## src/rtl/config_ctrl_mc.sv

```systemverilog
// Multi-channel configuration controller: decodes config flits from a credit-managed
// FIFO into channel writes, burst writes and burst reads, returning read data as response flits.
module config_ctrl_mc #(
    parameter int unsigned FW  = 59,
    parameter int unsigned FTW = 3,
    parameter int unsigned CHW = 2,
    parameter int unsigned NCH = 4,
    parameter int unsigned CAW = 15,
    parameter int unsigned CDW = 21,
    parameter int unsigned LW  = 4,
    parameter int unsigned XW  = 4,
    parameter int unsigned YW  = 4,
    parameter int unsigned IFD = 4,
    parameter int unsigned RL  = 1
) (
    input  logic               clk,
    input  logic               rst,
    input  logic               in_we,
    input  logic [FW-1:0]      in_wdata,
    output logic               in_credit,
    input  logic               work_busy,
    output logic [NCH-1:0]     cfg_we,
    output logic [CAW-1:0]     cfg_waddr,
    output logic [CDW-1:0]     cfg_wdata,
    output logic [NCH-1:0]     cfg_re,
    output logic [CAW-1:0]     cfg_raddr,
    input  logic [NCH*CDW-1:0] cfg_rdata,
    input  logic               out_full,
    output logic               out_we,
    output logic [FW-1:0]      out_wdata,
    output logic               busy,
    output logic               ovf,
    output logic [7:0]         err_cnt
);
    localparam int unsigned CH_LSB = FW - FTW - CHW;
    localparam int unsigned AD_LSB = CH_LSB - CAW;
    localparam int unsigned DT_LSB = AD_LSB - CDW;
    localparam int unsigned LN_LSB = DT_LSB - LW;
    localparam int unsigned X_LSB  = LN_LSB - XW;
    localparam int unsigned Y_LSB  = X_LSB - YW;
    localparam int unsigned PW     = (IFD > 1) ? $clog2(IFD) : 1;
    localparam int unsigned CW     = $clog2(IFD + 1);
    localparam int unsigned WTW    = $clog2(RL + 1);

    localparam logic [FTW-1:0] T_WR   = FTW'(0);
    localparam logic [FTW-1:0] T_WRB  = FTW'(1);
    localparam logic [FTW-1:0] T_DATA = FTW'(2);
    localparam logic [FTW-1:0] T_RD   = FTW'(3);
    localparam logic [FTW-1:0] T_RSP  = FTW'(7);
    localparam logic [CHW:0]   NCH_C  = (CHW+1)'(NCH);

    localparam logic [2:0] S_IDLE = 3'd0;
    localparam logic [2:0] S_WB   = 3'd1;
    localparam logic [2:0] S_RI   = 3'd2;
    localparam logic [2:0] S_RW   = 3'd3;
    localparam logic [2:0] S_RS   = 3'd4;

    logic [FW-1:0]  mem_q [IFD];
    logic [FW-1:0]  mem_d [IFD];
    logic [PW-1:0]  wr_ptr_q, wr_ptr_d, rd_ptr_q, rd_ptr_d;
    logic [CW-1:0]  fcnt_q, fcnt_d;
    logic           ovf_q, ovf_d;
    logic           empty, full, push, pop;

    logic [2:0]     state_q, state_d;
    logic [CHW-1:0] ch_q, ch_d;
    logic [CAW-1:0] addr_q, addr_d;
    logic [LW-1:0]  len_q, len_d;
    logic [XW-1:0]  ret_x_q, ret_x_d;
    logic [YW-1:0]  ret_y_q, ret_y_d;
    logic           drop_q, drop_d;
    logic [WTW-1:0] wait_q, wait_d;
    logic [CDW-1:0] hold_q, hold_d;

    logic [NCH-1:0] cfg_we_q, cfg_we_d, cfg_re_q, cfg_re_d;
    logic [CAW-1:0] cfg_waddr_q, cfg_waddr_d, cfg_raddr_q, cfg_raddr_d;
    logic [CDW-1:0] cfg_wdata_q, cfg_wdata_d;
    logic           out_we_q, out_we_d;
    logic [FW-1:0]  out_wdata_q, out_wdata_d;
    logic           credit_q;
    logic [7:0]     err_q, err_d;

    logic [FW-1:0]  head, rsp;
    logic [FTW-1:0] h_type;
    logic [CHW-1:0] h_ch;
    logic [CAW-1:0] h_addr;
    logic [CDW-1:0] h_data;
    logic [LW-1:0]  h_len;
    logic [XW-1:0]  h_x;
    logic [YW-1:0]  h_y;
    logic           h_ch_ok, err_inc, emit;
    logic [NCH-1:0] h_sel, q_sel;
    logic [CDW-1:0] rdata_sel, emit_data;
    logic           unused_rsv;

    function automatic logic [PW-1:0] ptr_inc(input logic [PW-1:0] p);
        return (p == PW'(IFD - 1)) ? '0 : p + PW'(1);
    endfunction

    assign empty   = (fcnt_q == '0);
    assign full    = (fcnt_q == CW'(IFD));
    assign head    = mem_q[rd_ptr_q];
    assign h_type  = head[FW-1 -: FTW];
    assign h_ch    = head[CH_LSB +: CHW];
    assign h_addr  = head[AD_LSB +: CAW];
    assign h_data  = head[DT_LSB +: CDW];
    assign h_len   = head[LN_LSB +: LW];
    assign h_x     = head[X_LSB +: XW];
    assign h_y     = head[Y_LSB +: YW];
    assign h_ch_ok = ({1'b0, h_ch} < NCH_C);
    assign h_sel   = NCH'(1) << h_ch;
    assign q_sel   = NCH'(1) << ch_q;
    assign unused_rsv = ^head[Y_LSB-1:0];

    always_comb begin
        rdata_sel = '0;
        for (int unsigned k = 0; k < NCH; k++) begin
            if (ch_q == CHW'(k)) rdata_sel = cfg_rdata[k*CDW +: CDW];
        end
    end

    // A push into a full FIFO is accepted when the head leaves in the same cycle.
    always_comb begin
        mem_d    = mem_q;
        wr_ptr_d = wr_ptr_q;
        rd_ptr_d = rd_ptr_q;
        fcnt_d   = fcnt_q;
        push     = in_we && (!full || pop);
        ovf_d    = ovf_q | (in_we && full && !pop);
        if (push) begin
            mem_d[wr_ptr_q] = in_wdata;
            wr_ptr_d        = ptr_inc(wr_ptr_q);
        end
        if (pop) rd_ptr_d = ptr_inc(rd_ptr_q);
        case ({push, pop})
            2'b10:   fcnt_d = fcnt_q + CW'(1);
            2'b01:   fcnt_d = fcnt_q - CW'(1);
            default: fcnt_d = fcnt_q;
        endcase
    end

    always_comb begin
        state_d     = state_q;
        ch_d        = ch_q;
        addr_d      = addr_q;
        len_d       = len_q;
        ret_x_d     = ret_x_q;
        ret_y_d     = ret_y_q;
        drop_d      = drop_q;
        wait_d      = wait_q;
        hold_d      = hold_q;
        cfg_we_d    = '0;
        cfg_waddr_d = cfg_waddr_q;
        cfg_wdata_d = cfg_wdata_q;
        cfg_re_d    = '0;
        cfg_raddr_d = cfg_raddr_q;
        out_we_d    = 1'b0;
        out_wdata_d = out_wdata_q;
        pop         = 1'b0;
        err_inc     = 1'b0;
        emit        = 1'b0;
        emit_data   = hold_q;

        case (state_q)
            S_IDLE: begin
                if (!empty && !work_busy) begin
                    pop = 1'b1;
                    case (h_type)
                        T_WR: begin
                            if (h_ch_ok) begin
                                cfg_we_d    = h_sel;
                                cfg_waddr_d = h_addr;
                                cfg_wdata_d = h_data;
                            end else begin
                                err_inc = 1'b1;
                            end
                        end
                        T_WRB: begin
                            ch_d    = h_ch;
                            addr_d  = h_addr;
                            len_d   = h_len;
                            drop_d  = !h_ch_ok;
                            err_inc = !h_ch_ok;
                            state_d = S_WB;
                        end
                        // The first read issues straight from the pop so cfg_re follows it by one cycle.
                        T_RD: begin
                            if (h_ch_ok) begin
                                ch_d        = h_ch;
                                addr_d      = h_addr;
                                len_d       = h_len;
                                ret_x_d     = h_x;
                                ret_y_d     = h_y;
                                cfg_re_d    = h_sel;
                                cfg_raddr_d = h_addr;
                                wait_d      = WTW'(RL);
                                state_d     = S_RW;
                            end else begin
                                err_inc = 1'b1;
                            end
                        end
                        default: err_inc = 1'b1;
                    endcase
                end
            end
            S_WB: begin
                if (!empty) begin
                    if (h_type != T_DATA) begin
                        err_inc = 1'b1;
                        state_d = S_IDLE;
                    end else if (!work_busy) begin
                        pop = 1'b1;
                        if (!drop_q) begin
                            cfg_we_d    = q_sel;
                            cfg_waddr_d = addr_q;
                            cfg_wdata_d = h_data;
                        end
                        addr_d = addr_q + CAW'(1);
                        if (len_q == '0) state_d = S_IDLE;
                        else             len_d   = len_q - LW'(1);
                    end
                end
            end
            S_RI: begin
                if (!work_busy) begin
                    cfg_re_d    = q_sel;
                    cfg_raddr_d = addr_q;
                    wait_d      = WTW'(RL);
                    state_d     = S_RW;
                end
            end
            // Read data bypasses the hold register when the output is free on the capture cycle.
            S_RW: begin
                if (wait_q != '0) begin
                    wait_d = wait_q - WTW'(1);
                end else begin
                    hold_d    = rdata_sel;
                    emit_data = rdata_sel;
                    if (!out_full) emit = 1'b1;
                    else           state_d = S_RS;
                end
            end
            S_RS: begin
                if (!out_full) emit = 1'b1;
            end
            default: state_d = S_IDLE;
        endcase

        rsp                   = '0;
        rsp[FW-1 -: FTW]      = T_RSP;
        rsp[CH_LSB +: CHW]    = ch_q;
        rsp[AD_LSB +: CAW]    = addr_q;
        rsp[DT_LSB +: CDW]    = emit_data;
        rsp[X_LSB +: XW]      = ret_x_q;
        rsp[Y_LSB +: YW]      = ret_y_q;
        if (emit) begin
            out_we_d    = 1'b1;
            out_wdata_d = rsp;
            addr_d      = addr_q + CAW'(1);
            if (len_q == '0) begin
                state_d = S_IDLE;
            end else begin
                len_d   = len_q - LW'(1);
                state_d = S_RI;
            end
        end

        err_d = (err_inc && err_q != 8'hFF) ? err_q + 8'd1 : err_q;
    end

    always_ff @(posedge clk) begin
        mem_q <= mem_d;
    end

    always_ff @(posedge clk) begin
        if (rst) begin
            wr_ptr_q    <= '0;
            rd_ptr_q    <= '0;
            fcnt_q      <= '0;
            ovf_q       <= 1'b0;
            state_q     <= S_IDLE;
            ch_q        <= '0;
            addr_q      <= '0;
            len_q       <= '0;
            ret_x_q     <= '0;
            ret_y_q     <= '0;
            drop_q      <= 1'b0;
            wait_q      <= '0;
            hold_q      <= '0;
            cfg_we_q    <= '0;
            cfg_waddr_q <= '0;
            cfg_wdata_q <= '0;
            cfg_re_q    <= '0;
            cfg_raddr_q <= '0;
            out_we_q    <= 1'b0;
            out_wdata_q <= '0;
            credit_q    <= 1'b0;
            err_q       <= '0;
        end else begin
            wr_ptr_q    <= wr_ptr_d;
            rd_ptr_q    <= rd_ptr_d;
            fcnt_q      <= fcnt_d;
            ovf_q       <= ovf_d;
            state_q     <= state_d;
            ch_q        <= ch_d;
            addr_q      <= addr_d;
            len_q       <= len_d;
            ret_x_q     <= ret_x_d;
            ret_y_q     <= ret_y_d;
            drop_q      <= drop_d;
            wait_q      <= wait_d;
            hold_q      <= hold_d;
            cfg_we_q    <= cfg_we_d;
            cfg_waddr_q <= cfg_waddr_d;
            cfg_wdata_q <= cfg_wdata_d;
            cfg_re_q    <= cfg_re_d;
            cfg_raddr_q <= cfg_raddr_d;
            out_we_q    <= out_we_d;
            out_wdata_q <= out_wdata_d;
            credit_q    <= pop;
            err_q       <= err_d;
        end
    end

    assign in_credit = credit_q;
    assign cfg_we    = cfg_we_q;
    assign cfg_waddr = cfg_waddr_q;
    assign cfg_wdata = cfg_wdata_q;
    assign cfg_re    = cfg_re_q;
    assign cfg_raddr = cfg_raddr_q;
    assign out_we    = out_we_q;
    assign out_wdata = out_wdata_q;
    assign busy      = (state_q != S_IDLE);
    assign ovf       = ovf_q;
    assign err_cnt   = err_q;

endmodule

```

## config.mk

```make
export PLATFORM = sky130hd
export DESIGN_NAME = config_ctrl_mc
export DESIGN_NICKNAME = d
export VERILOG_FILES = /design/src/rtl/config_ctrl_mc.sv
export SDC_FILE = /design/constraint.sdc
export NUM_CORES = 1
export LEC_CHECK = 0
export CORE_ASPECT_RATIO = 0.75
export CORE_UTILIZATION = 45
export DETAILED_ROUTE_END_ITERATION = 6
export PLACE_DENSITY = 0.79
export SLEW_MARGIN = 20
export SYNTH_ARGS = -nofsm -noshare
export SYNTH_HDL_FRONTEND = slang
export SYNTH_SLANG_ARGS = --single-unit
```

## constraint.sdc

```tcl
create_clock -name clk -period 3.2 [get_ports clk]
set_input_delay 0.32 -clock clk [delete_from_list [all_inputs] [get_ports clk]]
set_output_delay 0.32 -clock clk [all_outputs]
set_load 0.01 [all_outputs]
```

==> results.cfg <==
[global_route]
grt_pass1_wl_mm = 59.9
grt_pass1_vias = 10900
grt_max_degree = 63
antenna_found_initial = 8
gr-usage-all-layers_pct = 21.5
grt.overflow.total = 0

[final_layout]
layoutNonFillerInstCount = 1983
nets = 1651
drive_above_1_share_pct = 13.5
syn2layout_area_growth_pct = 27.3
layout.cells.most_common_list = clkdlybuf4s50_1, edfxtp_1, dfxtp_1
final_common_cell = clkdlybuf4s50_1

[critical_path]
cp.arrival_ns = 3.45
r2r_slack_ns = 0.21
crit_fanout = 5
rr_startpoint = rd_ptr_q[0]$_SDFFE_PP0P_
crit_type = reg2reg
cp-end-kind = register
reg2reg_to = fcnt_q[2]$_SDFFE_PP0P_
ff2ff_path_depth = 10
cp-start-kind = register
cp.required_ns = 3.66

[clock_network]
cts_sinks = 390
clk_latency_ns = 0.54
cts_resized = 0
cts_tree = done
holdBufCountCts = 0
post_cts_buffers = 0
clk_path_buf_depth = 3
clockRootBuffer = clkbuf_16
cts_inserted_buffers = 39
htree_levels = 2
cts.clk_slew.worst_paths_ns = 0.06

[route]
route.detailed.drc = 120
vias_per_cell = 5.65
drt-total-wl_mm = 39.6
wl_per_cell_um = 20.0
drtIter0Drc = 1042
ant_nets = 0
first_pass_iters = 7
vias = 11200

[placed_design]
portBuffers = 261
routabilityCongestion = 0.898
dp_cells = 1909
post-place-ws_ns = 0.224
dpl.hpwl_mm = 26.8

[pwr]
p_leak_nw = 6.83
ir_drop_mv = 0.460
total_power_mw = 13.6
p_per_area_mw_per_mm2 = 665

[floorplanning]
num_rows = 59
initial_core_util_pct = 46.0
die-area_mm2 = 0.0364
pin_count = 278
die_h_um = 165
die_w_um = 220
design.core.area_mm2 = 0.0348

[synth]
synth_ff_type = edfxtp_1
postSynth.asyncResetShare_pct = 0
syn-mean-instance-area_um2 = 12.8
synth_cells = 1248
synth_edf_count = 212
synth-seq-cells = 390
yosysSeqAreaShare_pct = 61.9
synth_cell_type_count = 70
yosysWarnings = 0
mappedNetlistArea_mm2 = 0.0160

[sta]
tns_ns = 0
hold_viol = 0
whs_ns = 0.203
maxSlewViolCount = 0
finalSetupViolCount = 0
fin_skew_ns = 0.0258
timing.fmax_ghz = 0.334
maxSlewHeadroom_pct = 25.5
tightest_slew_ns = 1.12
period_share_pct = 93.5
min_period_ns = 2.99
rsz0062_at_grt = false
postLayoutSetupSlackWorst_ns = 0.206

[run_status]
status = complete, but fails checks
violations = DRC

[hold_path]
hold_path_class = in2reg
hold_path_startpoint = rst
holdPathEnd = ch_q[0]$_SDFFE_PP0P_
hold_depth = 2

[run]
drv_cap = 0
## worst max-delay path: stages, from the launching register on
cell and delay [ns]:
dfxtp_4 0.40, mux4_2 0.56, nor4b_4 0.40, o21ai_1 0.21
inv_1 0.10, ha_1 0.18, inv_1 0.06, fa_1 0.38
xor2_1 0.16, or3_1 0.32, a21oi_1 0.14
## final cells by class
cell class	instances	area, µm²
Sequential cell	390	9940
Fill cell	2749	14400
Inverter	17	63.8
Timing Repair Buffer	301	2980
Antenna cell	5	12.5
Tap cell	457	572
Clock inverter	21	170
Multi-Input combinational cell	744	5610
Clock buffer	48	1060
## cells in the mapped netlist, types with 7 or more instances
master / n / area share, %
buf_2: 21 / 0.66
mux2i_1: 45 / 2.8
and2_1: 10 / 0.39
a311oi_1: 30 / 1.6
o22ai_1: 7 / 0.27
buf_4: 16 / 0.75
edfxtp_1: 212 / 40
inv_1: 16 / 0.37
dfxtp_1: 178 / 22
nor2_1: 99 / 2.3
nor3_1: 10 / 0.31
a22oi_1: 9 / 0.42
mux4_2: 74 / 10
nand3_1: 26 / 0.81
a211oi_1: 23 / 1.1
nor2b_1: 7 / 0.27
o21ai_0: 12 / 0.37
ha_1: 9 / 0.70
clkbuf_1: 57 / 1.3
a21oi_1: 103 / 3.2
nand2_1: 168 / 3.9
buf_1: 11 / 0.26
## kinds of logic after synthesis
| kind of cell | synth area share (%) |
|---|---|
| xor gates and xnor gates | 0.109 |
| AOI/OAI and AO/OA | 9.94 |
| adders and majority gates | 0.827 |
| and+or+nand+nor | 10.4 |
| buffers and inverters | 3.47 |
| muxes | 13.3 |
| DFF | 61.9 |
| other | 0.0234 |
## report_power, final
group,switching (mW),internal [mW],leakage (nW)
Sequential,0.254,5.67,3.38
Clock,1.89,2.52,0.608
Combinational,1.79,1.43,2.83
Total,3.93,9.63,6.83
## sequential cells by signal, summed over array words and instances, names as in the netlist, 3 cells and up
register   count
ret_y_q        4
err_cnt        8
cfg_re         4
cfg_we         4
hold_q        21
state_q        3
out_wdata     47
len_q          4
cfg_wdata     21
cfg_raddr     15
ret_x_q        4
addr_q        15
fcnt_q         3
cfg_waddr     15
mem_q        212
## worst max path at each step
| stage | from | endpoint | slack [ns] |
|---|---|---|---|
| after floorplan | rd_ptr_q[0]$_SDFFE_PP0P_ | fcnt_q[2]$_SDFFE_PP0P_ | 0.27 |
| after global placement | rd_ptr_q[0]$_SDFFE_PP0P_ | fcnt_q[2]$_SDFFE_PP0P_ | 0.31 |
| after detailed placement | rd_ptr_q[0]$_SDFFE_PP0P_ | fcnt_q[2]$_SDFFE_PP0P_ | 0.22 |
| after CTS | rd_ptr_q[0]$_SDFFE_PP0P_ | fcnt_q[2]$_SDFFE_PP0P_ | 0.20 |
| after global routing | rd_ptr_q[0]$_SDFFE_PP0P_ | fcnt_q[2]$_SDFFE_PP0P_ | 0.07 |
| final | rd_ptr_q[0]$_SDFFE_PP0P_ | fcnt_q[2]$_SDFFE_PP0P_ | 0.21 |
## layer usage
metal  routed length, µm  global-route usage (%)
met2               18400                    34.7
met5                  41                       0
met1               16400                    28.2
met4                 673                    5.67
met3                4140                    6.41
## per-stage QoR
stage | cell area, µm² | util, %
finish | 20400 | 58.6
global placement | 19200 | 55.0
CTS | 20400 | 58.5
floorplan | 16100 | -
detailed placement | 19200 | 55.0
global route | 20400 | 58.5
Note: power is estimated with default switching activity, not from simulation.
